===== src/rtl/digit_serial_addsub_pkg.sv =====
// rtl/digit_serial_addsub_pkg.sv - shared state encoding and mode constants for digit_serial_addsub
package addsub_pkg;

   typedef enum logic [1:0] {
      IDLE = 2'd0,
      RUN  = 2'd1,
      DONE = 2'd2
   } addsub_state_t;

   localparam logic MODE_ADD = 1'b0;
   localparam logic MODE_SUB = 1'b1;

endpackage


===== src/rtl/digit_serial_addsub_digit_adder.sv =====
// rtl/digit_serial_addsub_digit_adder.sv - combinational DIGIT-bit ripple adder
// c_msb exposes the carry into the top bit so the caller can derive signed overflow.
module digit_adder #(
   parameter int DIGIT = 4
) (
   input  logic [DIGIT-1:0] a,
   input  logic [DIGIT-1:0] b,
   input  logic             cin,
   output logic [DIGIT-1:0] sum,
   output logic             cout,
   output logic             c_msb
);

   logic [DIGIT:0] w_c;

   always_comb begin
      w_c    = '0;
      sum    = '0;
      w_c[0] = cin;
      for (int i = 0; i < DIGIT; i++) begin
         sum[i]   = a[i] ^ b[i] ^ w_c[i];
         w_c[i+1] = (a[i] & b[i]) | (a[i] & w_c[i]) | (b[i] & w_c[i]);
      end
      cout  = w_c[DIGIT];
      c_msb = w_c[DIGIT-1];
   end

endmodule


===== src/rtl/digit_serial_addsub.sv =====
// rtl/digit_serial_addsub.sv - digit-serial two's-complement adder/subtractor with valid/ready handshakes
// Optional build macro ADDSUB_SATURATE_EN clamps overflowed results to the signed limit.
module digit_serial_addsub
   import addsub_pkg::*;
#(
   parameter int WIDTH = 16,
   parameter int DIGIT = 4
) (
   input  logic             clk,
   input  logic             rst_n,
   input  logic             in_valid,
   output logic             in_ready,
   input  logic             mode,
   input  logic [WIDTH-1:0] a,
   input  logic [WIDTH-1:0] b,
   output logic             out_valid,
   input  logic             out_ready,
   output logic [WIDTH-1:0] result,
   output logic             carry_out,
   output logic             overflow,
   output logic             zero,
   output logic             negative
);

   localparam int NUM_DIGITS = WIDTH / DIGIT;
   localparam int CW         = (NUM_DIGITS > 1) ? $clog2(NUM_DIGITS) : 1;

   generate
      if (DIGIT < 1 || WIDTH < 2 || (WIDTH % DIGIT) != 0) begin : g_bad_params
         $error("digit_serial_addsub: WIDTH must be >= 2 and a multiple of DIGIT >= 1");
      end
   endgenerate

   addsub_state_t    r_state;
   logic [WIDTH-1:0] r_a;
   logic [WIDTH-1:0] r_b;
   logic             r_carry;
   logic [CW-1:0]    r_k;
   logic [WIDTH-1:0] r_result;
   logic             r_carry_out;
   logic             r_overflow;
   logic             r_zero;
   logic             r_negative;
   logic             r_in_ready;
   logic             r_out_valid;

   logic [DIGIT-1:0] w_a_dig;
   logic [DIGIT-1:0] w_b_dig;
   logic [DIGIT-1:0] w_sum;
   logic             w_cout;
   logic             w_c_msb;
   logic             w_ovf;
   logic             w_last;
   logic [WIDTH-1:0] w_merged;
   logic [WIDTH-1:0] w_final;

   digit_adder #(.DIGIT(DIGIT)) u_digit_adder (
      .a     (w_a_dig),
      .b     (w_b_dig),
      .cin   (r_carry),
      .sum   (w_sum),
      .cout  (w_cout),
      .c_msb (w_c_msb)
   );

   // Select digit k of each operand and splice the new sum digit into the running result.
   always_comb begin
      w_a_dig  = '0;
      w_b_dig  = '0;
      w_merged = r_result;
      for (int i = 0; i < NUM_DIGITS; i++) begin
         if (r_k == CW'(i)) begin
            w_a_dig                       = r_a[i*DIGIT +: DIGIT];
            w_b_dig                       = r_b[i*DIGIT +: DIGIT];
            w_merged[i*DIGIT +: DIGIT]    = w_sum;
         end
      end
      w_ovf  = w_c_msb ^ w_cout;
      w_last = (r_k == CW'(NUM_DIGITS - 1));
`ifdef ADDSUB_SATURATE_EN
      if (w_ovf)
         w_final = r_a[WIDTH-1] ? {1'b1, {(WIDTH-1){1'b0}}} : {1'b0, {(WIDTH-1){1'b1}}};
      else
         w_final = w_merged;
`else
      w_final = w_merged;
`endif
   end

   always_ff @(posedge clk) begin
      if (!rst_n) begin
         r_state     <= IDLE;
         r_a         <= '0;
         r_b         <= '0;
         r_carry     <= 1'b0;
         r_k         <= '0;
         r_result    <= '0;
         r_carry_out <= 1'b0;
         r_overflow  <= 1'b0;
         r_zero      <= 1'b0;
         r_negative  <= 1'b0;
         r_in_ready  <= 1'b1;
         r_out_valid <= 1'b0;
      end else begin
         case (r_state)
            IDLE: begin
               if (in_valid && r_in_ready) begin
                  r_a        <= a;
                  r_b        <= (mode == MODE_SUB) ? ~b : b;
                  r_carry    <= mode;
                  r_k        <= '0;
                  r_state    <= RUN;
                  r_in_ready <= 1'b0;
               end
            end
            RUN: begin
               r_carry <= w_cout;
               r_k     <= r_k + CW'(1);
               if (w_last) begin
                  r_result    <= w_final;
                  r_carry_out <= w_cout;
                  r_overflow  <= w_ovf;
                  r_zero      <= (w_final == '0);
                  r_negative  <= w_final[WIDTH-1];
                  r_out_valid <= 1'b1;
                  r_state     <= DONE;
               end else begin
                  r_result <= w_merged;
               end
            end
            DONE: begin
               if (out_ready) begin
                  r_out_valid <= 1'b0;
                  r_in_ready  <= 1'b1;
                  r_state     <= IDLE;
               end
            end
            default: begin
               r_state     <= IDLE;
               r_in_ready  <= 1'b1;
               r_out_valid <= 1'b0;
            end
         endcase
      end
   end

   assign in_ready  = r_in_ready;
   assign out_valid = r_out_valid;
   assign result    = r_result;
   assign carry_out = r_carry_out;
   assign overflow  = r_overflow;
   assign zero      = r_zero;
   assign negative  = r_negative;

endmodule


===== config.mk =====
export PLATFORM = sky130hd
export DESIGN_NAME = digit_serial_addsub
export DESIGN_NICKNAME = d
export VERILOG_FILES = /design/src/rtl/digit_serial_addsub_pkg.sv /design/src/rtl/digit_serial_addsub_digit_adder.sv /design/src/rtl/digit_serial_addsub.sv
export SDC_FILE = /design/constraint.sdc
export NUM_CORES = 1
export LEC_CHECK = 0
export ABC_AREA = 1
export BUFFER_PORTS_ARGS = -buffer_cell sky130_fd_sc_hd__buf_2
export CAP_MARGIN = 20
export CORE_MARGIN = 5
export CORE_UTILIZATION = 50
export DETAILED_ROUTE_END_ITERATION = 10
export PLACE_DENSITY_LB_ADDON = 0.15
export SYNTH_ARGS = -nofsm -noshare
export SYNTH_HDL_FRONTEND = slang
export SYNTH_HIERARCHICAL = 1
export SYNTH_SLANG_ARGS = --single-unit
export TNS_END_PERCENT = 5

===== constraint.sdc =====
create_clock -name clk -period 4.1 [get_ports clk]
set_input_delay 0.205 -clock clk [delete_from_list [all_inputs] [get_ports clk]]
set_output_delay 0.205 -clock clk [all_outputs]
set_load 0.05 [all_outputs]

; Word level (Yosys, flattened, before mapping)
; Index checks and enable logic that the tools add are counted.
[totals]
mem_count = 0
ram_bits = 0
latchBits = 0
elab_cells = 91
romBits = 0
out_inout_bits = 22
in_bits = 37
regBits = 59
[classes]
n_eq_ne = 8
n_div = 0
n_bitwise = 32
shifts = 0
order_cmp = 0
reduce_logical = 11
n_addsub = 1
multipliers = 0
mux = 27
[op_table]
columns = op, n
row1 = $mux W4, 12
row2 = $logic_not A16 Y1, 1
row3 = $mux W16, 1
row4 = $not A16 Y16, 1
row5 = $and A1 B1 Y1, 12
row6 = $reduce_and A3 Y1, 3
row7 = $xor A1 B1 Y1, 9
row8 = $mux W2, 4
row9 = $or A1 B1 Y1, 8
row10 = $eq A2 B2 Y1 const B, 3
row11 = $ne A2 B2 Y1 const B, 3
row12 = $pmux W1 S3, 2
row13 = $pmux W2 S3, 1
row14 = $reduce_and A2 Y1, 3
row15 = $mux W1, 5
row16 = $eq A2 B1 Y1 const B, 2
row17 = $logic_not A2 Y1, 2
row18 = $pmux W2 S2, 1
row19 = $add A2 B1 Y2 const B, 1
row20 = $not A1 Y1, 2
row21 = $pmux W1 S2, 1
row22 = $reduce_bool A2 Y1, 1
row23 = $logic_and A1 B1 Y1, 1

; Depth between registers and ports, before layout
; Gate-level depths: netlist of run 1.
[logic_depth]
ltp_word = 18
ltp_mapped = 22
ltp_nobuf = 21

; By module
; The synthesis of run 1 kept the hierarchy.
[modules_own_cells]
columns = mod, area_per_inst_um2, seq_area_each_um2, n_inst, cells_per_inst
row1 = digit_serial_addsub, 2806.4, 1181.1, 1, 367
row2 = digit_adder, 117.6, 0.0, 1, 14

; Least setup slack after synthesis of run 1
; No wires, ideal clock.
[synth_path]
kind = flip-flop to flip-flop
start = register r_k[1]
end = register r_zero (netlist: zero)
path_slack_ns = 0.830
path_buffers = 1
period_less_slack_ns = 3.270
required_ns = 3.979
arrival_time_ns = 3.149
stages_incl_launch_ff = 23
setup_ns = 0.121
cell_sequence = dfxtp_1 -> inv_1 -> ha_1 -> inv_2 -> buf_2 -> nand2_1 -> o211ai_1 -> a21oi_1 -> inv_1 -> fa_1 -> inv_1 -> fa_1 -> fa_1 -> inv_1 -> fa_1 -> inv_1 -> nand2_1 -> nand2_1 -> nor2_1 -> nand2_1 -> nor2_1 -> nand2_1 -> a21oi_2
[synth_between]
elab_chain_cells = 17
word_cells_on_any_way = 41
cone_classes = eq/ne (3) / mux (12) / bitwise (23) / reduce/logical (3)
[synth_lines]
columns = item, line_no
row1 = from (decl), digit_serial_addsub.sv:38  ; logic [CW-1:0] r_k;
row2 = from (signal assigned), digit_serial_addsub.sv:118  ; r_k <= r_k + CW'(1);
row3 = $logic_not A2 Y1, digit_serial_addsub.sv:72  ; if (r_k == CW'(i)) begin
row4 = $mux W4 (3 in a row), digit_serial_addsub.sv:72
row5 = $mux W4 *, digit_serial_addsub.sv:72
row6 = via w_a_dig[0], digit_serial_addsub.sv:47  ; logic [DIGIT-1:0] w_a_dig;
row7 = $and A1 B1 Y1, digit_serial_addsub_digit_adder.sv:22  ; w_c[i+1] = (a[i] & b[i]) | (a[i] & w_c[i]) | (b[i] & w_c[i]);
row8 = $or A1 B1 Y1 * (2 in a row), digit_serial_addsub_digit_adder.sv:22
row9 = $and A1 B1 Y1, digit_serial_addsub_digit_adder.sv:22
row10 = $or A1 B1 Y1, digit_serial_addsub_digit_adder.sv:22
row11 = $or A1 B1 Y1 *, digit_serial_addsub_digit_adder.sv:22
row12 = $and A1 B1 Y1, digit_serial_addsub_digit_adder.sv:22
row13 = $or A1 B1 Y1, digit_serial_addsub_digit_adder.sv:22
row14 = $or A1 B1 Y1 *, digit_serial_addsub_digit_adder.sv:22
row15 = via w_c_msb, digit_serial_addsub.sv:51  ; logic w_c_msb;
row16 = $xor A1 B1 Y1 *, digit_serial_addsub_digit_adder.sv:21  ; sum[i] = a[i] ^ b[i] ^ w_c[i];
row17 = via w_sum[3], digit_serial_addsub.sv:49  ; logic [DIGIT-1:0] w_sum;
row18 = $mux W4, digit_serial_addsub.sv:72
row19 = $logic_not A16 Y1 *, digit_serial_addsub.sv:123  ; r_zero <= (w_final == '0);
row20 = to (signal assigned), digit_serial_addsub.sv:123
row21 = to (decl), digit_serial_addsub.sv:42  ; logic r_zero;
; Mark *: on every way through the listed nets, which the timed path passes. The rest lies on a longest branch.
; A chain may end at the register's enable or synchronous reset.

; Worst setup path after layout of run 1
[layout_path]
start = register r_k[0]
end = register r_zero (netlist: zero)
[layout_between]
elab_chain_cells = 17
word_cells_on_any_way = 41
cone_classes = eq/ne (3) / mux (12) / bitwise (23) / reduce/logical (3)
[layout_lines]
columns = item, line_no
row1 = $logic_not A2 Y1, digit_serial_addsub.sv:72
row2 = $mux W4 (3 in a row), digit_serial_addsub.sv:72
row3 = $mux W4 *, digit_serial_addsub.sv:72
row4 = via w_b_dig[0], digit_serial_addsub.sv:48  ; logic [DIGIT-1:0] w_b_dig;
row5 = $and A1 B1 Y1, digit_serial_addsub_digit_adder.sv:22
row6 = $or A1 B1 Y1, digit_serial_addsub_digit_adder.sv:22
row7 = $or A1 B1 Y1 *, digit_serial_addsub_digit_adder.sv:22
row8 = $and A1 B1 Y1, digit_serial_addsub_digit_adder.sv:22
row9 = [... 2 more ...], -
row10 = $and A1 B1 Y1, digit_serial_addsub_digit_adder.sv:22
row11 = $or A1 B1 Y1, digit_serial_addsub_digit_adder.sv:22
row12 = $or A1 B1 Y1 *, digit_serial_addsub_digit_adder.sv:22
row13 = via w_c_msb, digit_serial_addsub.sv:51
row14 = $xor A1 B1 Y1 *, digit_serial_addsub_digit_adder.sv:21
row15 = via w_sum[3], digit_serial_addsub.sv:49
row16 = $mux W4, digit_serial_addsub.sv:72
row17 = $logic_not A16 Y1 *, digit_serial_addsub.sv:123
; Marked as above.

==> metrics.cfg, run 1 <==
[clock_tree]
cts_root_buf=clkbuf_8
postCtsSetupRepairBufs=0
cts_tree=yes
cts_resized=0
cts_htree_levels=3
cts_num_sinks=59
clk_pin_slew_ps=60
clockBufferDepth=2
cts_made_buffers=9
ctsHoldBuffers=0
clock_latency_ps=330

[timing]
worstMarginPinSlew_ps=703.2
maxSlewViolCount=0
clock.fmax_mhz=268.7
min_period_ps=3722
setup_viol=0
setup_slack_ps=378.5
clock_skew_ps=4.657
fin_crit_sh_pct=90.77
hold_viol_final=0
max_slew_margin_pct=53.07
rsz0062_at_grt=false
setup_tns_ps=0

[yosys]
synth_cell_types=27
synthAdderAreaFrac_pct=4.878
synthArstFlopShare_pct=0
synth.most_common_cell=nor2_1
avgSynthCellArea_um2=7.675
synth-simple-area-share_pct=17.93
synthesis.area_um2=2924
synth_nets=427
synth_mux_area_share_pct=0
synth_top_area_share_pct=40.39
synth_seq_cells=59
yosysTopAreaCell=dfxtp_1
synth_xor_area_share_pct=5.092
ys_dominant_reg_cell=dfxtp_1
yosys_warnings=6
syn_inst=381
ys_top_cells_by_area=dfxtp_1 40%, nor2_1 8.2%, nand2_1 7.6%, o21ai_0 6.5%, a21oi_1 4.6%
synth_compound_area_share_pct=23.23
yosysSeqAreaShare_pct=40.39
synth_top_family_by_area=compound AO/OA/AOI/OAI gates
synthTopCellsByCount=64 x nor2_1, 59 x dfxtp_1, 59 x nand2_1, 38 x o21ai_0, 27 x a21oi_1
synth_edf_count=0

[global_route]
grt_max_degree=43
grt_pass1_vias=2456
grt_overflow=0
grt_pass1_wl_mm=11.65
grt_antenna_before_repair=0
grt_usage_pct=19.64

[route]
wl_per_cell_um=13.70
viasPerCell=5.152
drc_errors=0
wl_mm=6.948
detail-route-antenna-nets=0
dr.pass1.iters=4
drt-initial-drc-count=238
vias=2612

[worst_setup_path]
cp.depth=20
cp-end-kind=flip-flop
crit_path_frequent_cell=inv_1
cp.buffers_inverters=6
ff2ff_path_depth=20
crit_chain=inv_1, ha_1, inv_2, o211ai_1, a22oi_1, inv_1, fa_1, inv_1, fa_1, fa_1, inv_1, fa_1, inv_1, nand2_1, nand2_1, nor2_1, nand2_1, nor2_1, nand2_1, a21oi_2
crit_slowest_cell=ha_1
path_delay_family=adder cells
max_stage_delay_ps=490
start_kind=flip-flop
worstPathArrival_ps=3910
crit_type=reg -> reg
worst-path-max-fanout=13
required_ps=4290

[hold_path]
hp-class=in -> reg
hold-path-cell-count=3

[finish]
fill_cells=569
num_antenna_cells=0
syn2layout_area_growth_pct=14.81
nNetsFinal=476
drive_gt1_share_pct=21.38

[placement]
io_buffers=58
pre_cts_slack_ps=438.5
routabilityCongestion=0.8466
hpwl_mm=4.819

[pwr]
power.total_mw=1.534
powerDensity_nw_per_um2=457.0
p_leak_nw=1.536
ir_drop_uv=226.2

[die]
die_w_um=86.47
ioPinCount=59
rows=27
start_util_pct=52.14
fp.dieArea_um2=7477
coreArea_um2=5608
die_h_um=86.47

[outcome]
status=completed

[flow_run]
cap_viol_max_count=0

[power breakdown]
group / switching (mW) / internal [mW] / total, mW
combinational: 0.277 / 0.134 / 0.411
clock: 0.214 / 0.251 / 0.465
sequential: 0.0321 / 0.625 / 0.658
[routing by layer]
| layer | part of all wire, % | track usage, % | up-vias |
|---|---|---|---|
| li1 | - | - | 1353 |
| met1 | 48 | 27.89 | 1159 |
| met2 | 43 | 28.65 | 86 |
| met3 | 7.6 | 4.563 | 14 |
| met4 | 1.9 | 7.790 | 0 |
| met5 | 0 | 0 | - |
[placed cells by master (no fill, tap or decap), types with 2 or more instances in the layout]
cell / count
a22oi_1: 5
inv_2: 9
ha_1: 5
nand3_4: 2
nor2_1: 64
inv_1: 24
clkinv_2: 2
o21ai_1: 10
nand2_1: 59
nand3_1: 3
clkbuf_8: 11
o21ai_0: 38
o21a_1: 3
buf_2: 58
xor2_1: 8
nand2_2: 2
fa_1: 4
a21oi_1: 27
clkbuf_1: 3
a211oi_2: 8
o211ai_1: 7
a31oi_1: 12
xnor2_1: 9
dfxtp_1: 59
[worst reg2reg max path, stage by stage, from the launching register on]
cell and delay, ps:
dfxtp_1 340, inv_1 140, ha_1 490, inv_2 220, o211ai_1 150, a22oi_1 80
inv_1 110, fa_1 170, inv_1 50, fa_1 370, fa_1 410, inv_1 90
fa_1 400, inv_1 130, nand2_1 90, nand2_1 80, nor2_1 40, nand2_1 60
nor2_1 40, nand2_1 70, a21oi_2 50
[cell families after synthesis]
group,Yosys count
xor+xnor,17
buf+inv,54
simple gates,130
fa+ha+maj,9
flops,59
compound gates,112
[stage by stage]
| step | area [um^2] | hold WS (ps) | std cells | util, % |
|---|---|---|---|---|
| detailed placement | 3184 | 449.8 | 491 | 56.78 |
| floorplan | 2924 | 368.1 | 381 | - |
| global placement | 3184 | 447.0 | 491 | 56.78 |
| CTS | 3357 | 119.0 | 507 | 59.86 |
| finish | 3357 | 127.5 | 507 | 59.86 |
| global route | 3357 | 139.2 | 507 | 59.86 |
[path summary, 6_finish.rpt]
path / from / to / slack (ps)
worst min register to register: r_b[1] / r_b[1] / 460
worst min-delay path: a[0] / r_a[0] / 130
worst max register to register: r_k[0] / zero / 380
worst max-delay path: r_k[0] / zero / 380
[area by class of cell]
type	instances	area (um^2)	share of cell area (%)
Tap cell	72	90.09	2.684
Timing Repair Buffer	58	290.3	8.647
Clock inverter	2	10.01	0.2982
Inverter	34	127.6	3.802
Clock buffer	14	162.7	4.845
Sequential cell	59	1181	35.18
Multi-Input combinational cell	268	1495	44.54
[state kept, by name (all words and copies together) (netlist names)]
name,flops
carry_out,1
r_carry,1
r_state,2
overflow,1
r_b,16
r_k,2
zero,1
in_ready,1
result,16
out_valid,1
r_a,16
negative,1
Note: power is estimated with default switching activity, not from simulation.
==> run 2: changes to the inputs <==
--- a/config.mk
+++ b/config.mk
@@ -9,7 +9,7 @@
 export BUFFER_PORTS_ARGS = -buffer_cell sky130_fd_sc_hd__buf_2
 export CAP_MARGIN = 20
 export CORE_MARGIN = 5
-export CORE_UTILIZATION = 50
+export CORE_UTILIZATION = 37
 export DETAILED_ROUTE_END_ITERATION = 10
 export PLACE_DENSITY_LB_ADDON = 0.15
 export SYNTH_ARGS = -nofsm -noshare
==> run 2 against run 1 <==
Against the previous run:
- clock-buffer cell count is 5 lower
- non-clock buffer count is 1 higher
- final area is 2.6% higher
- sequential power hardly changed
- wire length is 3.4% higher
- flip-flop and latch count stayed put
==> metrics.cfg, run 2 (synthesized netlist as in run 1, its figures left out) <==
[outcome]
status=completed

[global_route]
grt_overflow=0  ; unchanged
grt_pass1_wl_mm=11.91  ; +2.2%
grt_max_degree=43  ; unchanged
grt_usage_pct=15.13  ; -4.5 points
grt_antenna_before_repair=0  ; unchanged
grt_pass1_vias=2501  ; +1.8%

[die]
fp.dieArea_um2=9780  ; +31%
rows=32  ; +19%
coreArea_um2=7727  ; +38%
die_w_um=98.90  ; +14%
die_h_um=98.90  ; +14%
ioPinCount=59  ; unchanged
start_util_pct=37.84  ; -14 points

[worst_setup_path]
crit_type=reg -> reg
ff2ff_path_depth=21  ; +5.0%
reg2reg_slack_ps=450  ; +70 ps
cp-end-kind=flip-flop
worst-path-max-fanout=19  ; +6
start_kind=flip-flop
worstReg2RegStart=r_k[1]
r2r-end=zero
required_ps=4300  ; about the same
worstPathArrival_ps=3850  ; -60 ps

[route]
wl_per_cell_um=13.35  ; -2.6%
drc_errors=0  ; unchanged
vias=2621  ; +0.34%
drt-initial-drc-count=78  ; -67%
viasPerCell=4.872  ; -5.4%
detail-route-antenna-nets=0  ; unchanged
wl_mm=7.181  ; +3.4%
dr.pass1.iters=4  ; unchanged

[timing]
clock.fmax_mhz=273.9  ; +1.9%
worstMarginPinSlew_ps=740.5  ; +37.25 ps
whs_ps=111.5  ; -16.01 ps
min_period_ps=3651  ; -70.24 ps
setup_slack_ps=448.7  ; +70.25 ps
setup_viol=0  ; unchanged
setup_tns_ps=0  ; unchanged
fin_crit_sh_pct=89.06  ; -1.7 points
max_slew_margin_pct=50.58  ; -2.5 points
clock_skew_ps=10.41  ; +5.751 ps
rsz0062_at_grt=false
maxSlewViolCount=0  ; unchanged
hold_viol_final=0  ; unchanged

[clock_tree]
cts_num_sinks=59  ; unchanged
cts_root_buf=clkbuf_8
clk_pin_slew_ps=70  ; about the same
cts_htree_levels=3  ; unchanged
cts_resized=0  ; unchanged
cts_tree=yes
clock_latency_ps=340  ; about the same
ctsHoldBuffers=0  ; unchanged
cts_made_buffers=9  ; unchanged
clockBufferDepth=2  ; unchanged
postCtsSetupRepairBufs=0  ; unchanged

[placement]
io_buffers=58  ; unchanged
routabilityCongestion=0.8689  ; +2.6%
pre_cts_slack_ps=469.0  ; +30.50 ps
hpwl_mm=5.161  ; +7.1%

[pwr]
ir_drop_uv=157.9  ; -30%
p_leak_nw=1.552  ; +1.1%
powerDensity_nw_per_um2=479.0  ; +4.8%

[finish]
layout_common_cells=64 x nor2_1, 59 x nand2_1, 59 x dfxtp_1
num_antenna_cells=0  ; unchanged
drive_gt1_share_pct=22.25  ; +0.87 points
final_common_cell=nor2_1
nNetsFinal=477  ; +0.21%
syn2layout_area_growth_pct=17.84
fill_cells=835  ; +47%
multi_input_area_um2=1495  ; unchanged
register_area_um2=1181  ; unchanged

[hold_path]
hold-path-cell-count=3  ; unchanged
worst_hold_startpoint=a[14]
whs_endpoint=r_a[14]
hp-class=in -> reg

[flow_run]
cap_viol_max_count=0  ; unchanged

==> run 2: how the worst max path moves through the flow <==
| stage | depth (start not counted) | to | start | slack (ps) |
|---|---|---|---|---|
| after floorplan | 22 | zero | r_k[1] | 830 |
| after global placement | 21 | zero | r_k[1] | 590 |
| after detailed placement | 21 | zero | r_k[1] | 470 |
| after CTS | 21 | zero | r_k[1] | 450 |
| after global routing | 21 | zero | r_k[1] | 120 |
| final | 21 | zero | r_k[1] | 450 |
==> run 2: worst max-delay path, cell delays in order, from the launching register on <==
cell and delay (ps):
dfxtp_1 380, inv_1 90, ha_1 270, inv_2 280
o21ai_0 160, o211ai_1 110, a22oi_1 80, inv_1 100
fa_1 160, inv_1 50, fa_1 370, fa_1 410
inv_1 80, fa_1 410, inv_1 130, nand2_1 90
nand2_1 70, nor2_1 40, nand2_1 50, nor2_1 40
nand2_1 70, a21oi_2 50
==> run 2: layout make-up <==
class | instances | share of cell area, %
Clock inverter | 7 | 2.687
Multi-Input combinational cell | 268 | 43.39
Sequential cell | 59 | 34.28
Tap cell | 102 | 3.704
Inverter | 34 | 3.704
Clock buffer | 9 | 3.595
Timing Repair Buffer | 59 | 8.642
==> run 2: per-layer routing <==
layer  wire [um]  track usage (%)
met5           0                0
met4         116            5.672
met3         389            3.468
met2        3256            24.02
met1        3419            19.98
==> run 2: power by group <==
| part | switching (mW) | internal [mW] |
|---|---|---|
| Clock | 0.239 | 0.339 |
| Sequential | 0.0308 | 0.625 |
| Combinational | 0.281 | 0.135 |
==> run 2: metrics by stage <==
step	utilization, %	total power, mW	instances	area, um^2
after global routing	44.59	1.747	538	3446
after floorplan	-	0.9827	381	2924
after CTS	44.59	1.670	538	3446
after global placement	41.79	1.082	522	3229
after detailed placement	41.79	1.088	522	3229
final	44.59	1.651	538	3446
==> run 3: changes to the inputs <==
--- a/config.mk
+++ b/config.mk
@@ -11,7 +11,7 @@
 export CORE_MARGIN = 5
 export CORE_UTILIZATION = 37
 export DETAILED_ROUTE_END_ITERATION = 10
-export PLACE_DENSITY_LB_ADDON = 0.15
+export PLACE_DENSITY = 0.57
 export SYNTH_ARGS = -nofsm -noshare
 export SYNTH_HDL_FRONTEND = slang
 export SYNTH_HIERARCHICAL = 1
==> run 3 against run 2 <==
Against the previous run:
- wire length increased by 4.2%
- largest power group unchanged
- clock power decreased by 4.5%
- register-to-register slack about the same
- final area decreased by 0.33%
- maximum frequency increased by 0.23%
- clock skew increased by 3.6 ps
- total power decreased by 1.3%
- sequential power about the same
- global-route usage increased by 0.73 points
- core utilization decreased by 0.15 points
- critical path depth decreased by 1
- via count decreased by 0.15%
==> metrics.cfg, run 3 (synthesized netlist as in run 1, its figures left out) <==
[finish]
num_antenna_cells=0  ; unchanged
final_common_cell=nor2_1
syn2layout_area_growth_pct=17.46
drive_gt1_share_pct=22.07  ; -0.18 points
layout_common_cells=64 x nor2_1, 59 x nand2_1, 59 x dfxtp_1
nNetsFinal=476  ; -0.21%
fill_cells=812  ; -2.8%

[clock_tree]
cts_root_buf=clkbuf_8
ctsHoldBuffers=0  ; unchanged
cts_num_sinks=59  ; unchanged
postCtsSetupRepairBufs=0  ; unchanged
clk_pin_slew_ps=70  ; about the same
cts_resized=0  ; unchanged
cts_made_buffers=9  ; unchanged
cts_tree=yes
clock_latency_ps=350  ; about the same
clockBufferDepth=2  ; unchanged
cts_htree_levels=3  ; unchanged

[timing]
setup_tns_ps=0  ; unchanged
fin_crit_sh_pct=88.85  ; -0.21 points
clock_skew_ps=13.99  ; +3.577 ps
rsz0062_at_grt=false
hold_viol_final=0  ; unchanged
worstMarginPinSlew_ps=735.5  ; -5.020 ps
max_slew_margin_pct=50.92  ; +0.34 points
clock.fmax_mhz=274.5  ; +0.23%
maxSlewViolCount=0  ; unchanged
setup_viol=0  ; unchanged
min_period_ps=3643  ; -8.422 ps

[pwr]
ir_drop_uv=157.0  ; -0.52%
power.total_mw=1.629  ; -1.3%
powerDensity_nw_per_um2=474.3  ; -0.99%
p_leak_nw=1.554  ; +0.11%

[worst_setup_path]
crit_type=reg -> reg
start_kind=flip-flop
path_delay_family=adder cells
critPathLaunch=r_k[0]
worst-path-max-fanout=13  ; -6
crit_path_frequent_cell=inv_1
cp-end-kind=flip-flop
worstPathArrival_ps=3850  ; about the same
worstReg2RegStart=r_k[0]
crit_chain=inv_1, ha_1, inv_2, o211ai_1, a21oi_1, inv_1, fa_1, inv_1, fa_1, fa_1, inv_1, fa_1, inv_1, nand2_1, nand2_1, nor2_1, nand2_1, nor2_1, nand2_1, a21oi_2
cp.buffers_inverters=6  ; unchanged
required_ps=4310  ; about the same
max_stage_delay_ps=460  ; +50 ps
crit_slowest_cell=ha_1

[die]
rows=32  ; unchanged
coreArea_um2=7727  ; unchanged
die_h_um=98.90  ; unchanged
die_w_um=98.90  ; unchanged
ioPinCount=59  ; unchanged
fp.dieArea_um2=9780  ; unchanged
start_util_pct=37.84  ; unchanged

[route]
wl_mm=7.481  ; +4.2%
drc_errors=0  ; unchanged
wl_per_cell_um=13.93  ; +4.4%
viasPerCell=4.873  ; about the same
dr.pass1.iters=5  ; +1
vias=2617  ; -0.15%
drt-initial-drc-count=186  ; +140%
detail-route-antenna-nets=0  ; unchanged

[placement]
routabilityCongestion=0.8742  ; +0.61%
io_buffers=58  ; unchanged
hpwl_mm=5.510  ; +6.8%

[flow_run]
cap_viol_max_count=0  ; unchanged

[hold_path]
worst_hold_startpoint=a[5]
hp-class=in -> reg

[global_route]
grt_overflow=0  ; unchanged
grt_pass1_wl_mm=12.34  ; +3.6%
grt_pass1_vias=2527  ; +1.0%
grt_antenna_before_repair=0  ; unchanged
grt_max_degree=43  ; unchanged
grt_usage_pct=15.86  ; +0.73 points

[outcome]
status=completed

[run 3: cell count changes in the layout (fill, tap and decap cells not counted), sizes merged]
cell / previous run / this run
buf: 59 / 58
clkinvlp: 3 / 1
clkbuf: 9 / 12
bufinv: 2 / 1
[run 3: worst reg2reg max path, cell delays in order, from the launching register on]
cell and delay (ps):
dfxtp_1 340, inv_1 140, ha_1 460, inv_2 210, o211ai_1 160, a21oi_1 100
inv_1 90, fa_1 170, inv_1 50, fa_1 370, fa_1 410, inv_1 90
fa_1 400, inv_1 130, nand2_1 80, nand2_1 90, nor2_1 40, nand2_1 50
nor2_1 40, nand2_1 70, a21oi_2 50
[run 3: where the power goes]
| part | internal [mW] | switching (mW) | leakage, nW |
|---|---|---|---|
| Sequential | 0.625 | 0.0329 | 0.485 |
| Combinational | 0.134 | 0.283 | 0.961 |
| Clock | 0.328 | 0.226 | 0.108 |
[run 3: final cells by class]
type / instances / area [um^2] / share of cell area, %
Timing Repair Buffer: 58 / 290.3 / 8.452
Multi-Input combinational cell: 268 / 1495 / 43.53
Sequential cell: 59 / 1181 / 34.39
Inverter: 34 / 127.6 / 3.716
Clock inverter: 4 / 47.55 / 1.384
Clock buffer: 12 / 165.2 / 4.809
Tap cell: 102 / 127.6 / 3.716
[run 3: path summary, 6_finish.rpt]
path                                    to  slack, ps  cells after the start
worst min register to register  result[15]        470                      1
worst min-delay path                r_a[5]        120                      3
worst max-delay path                  zero        460                     20
worst max register to register        zero        460                     20
[run 3: through the flow]
step / std cells / setup slack [ps] / utilization, % / cell area (um^2) / hold slack, ps
detailed placement: 521 / 454.0 / 41.69 / 3222 / 454.1
CTS: 537 / 461.9 / 44.45 / 3435 / 113.0
global route: 537 / 119.0 / 44.45 / 3435 / 125.9
floorplan: 381 / 829.9 / - / 2924 / 368.1
global placement: 521 / 606.0 / 41.69 / 3222 / 449.2
finish: 537 / 457.1 / 44.45 / 3435 / 117.7
[run 3: layer usage]
metal  part of all wire, %  routed length [um]  GRT usage (%)  vias to the layer above
met5                     0                   0              0                        -
met4                  0.91                  68          4.727                        0
met3                   5.5                 409          4.317                        5
met2                    45                3378          24.07                       60
met1                    48                3624          21.97                     1191
li1                      -                   -              -                     1361
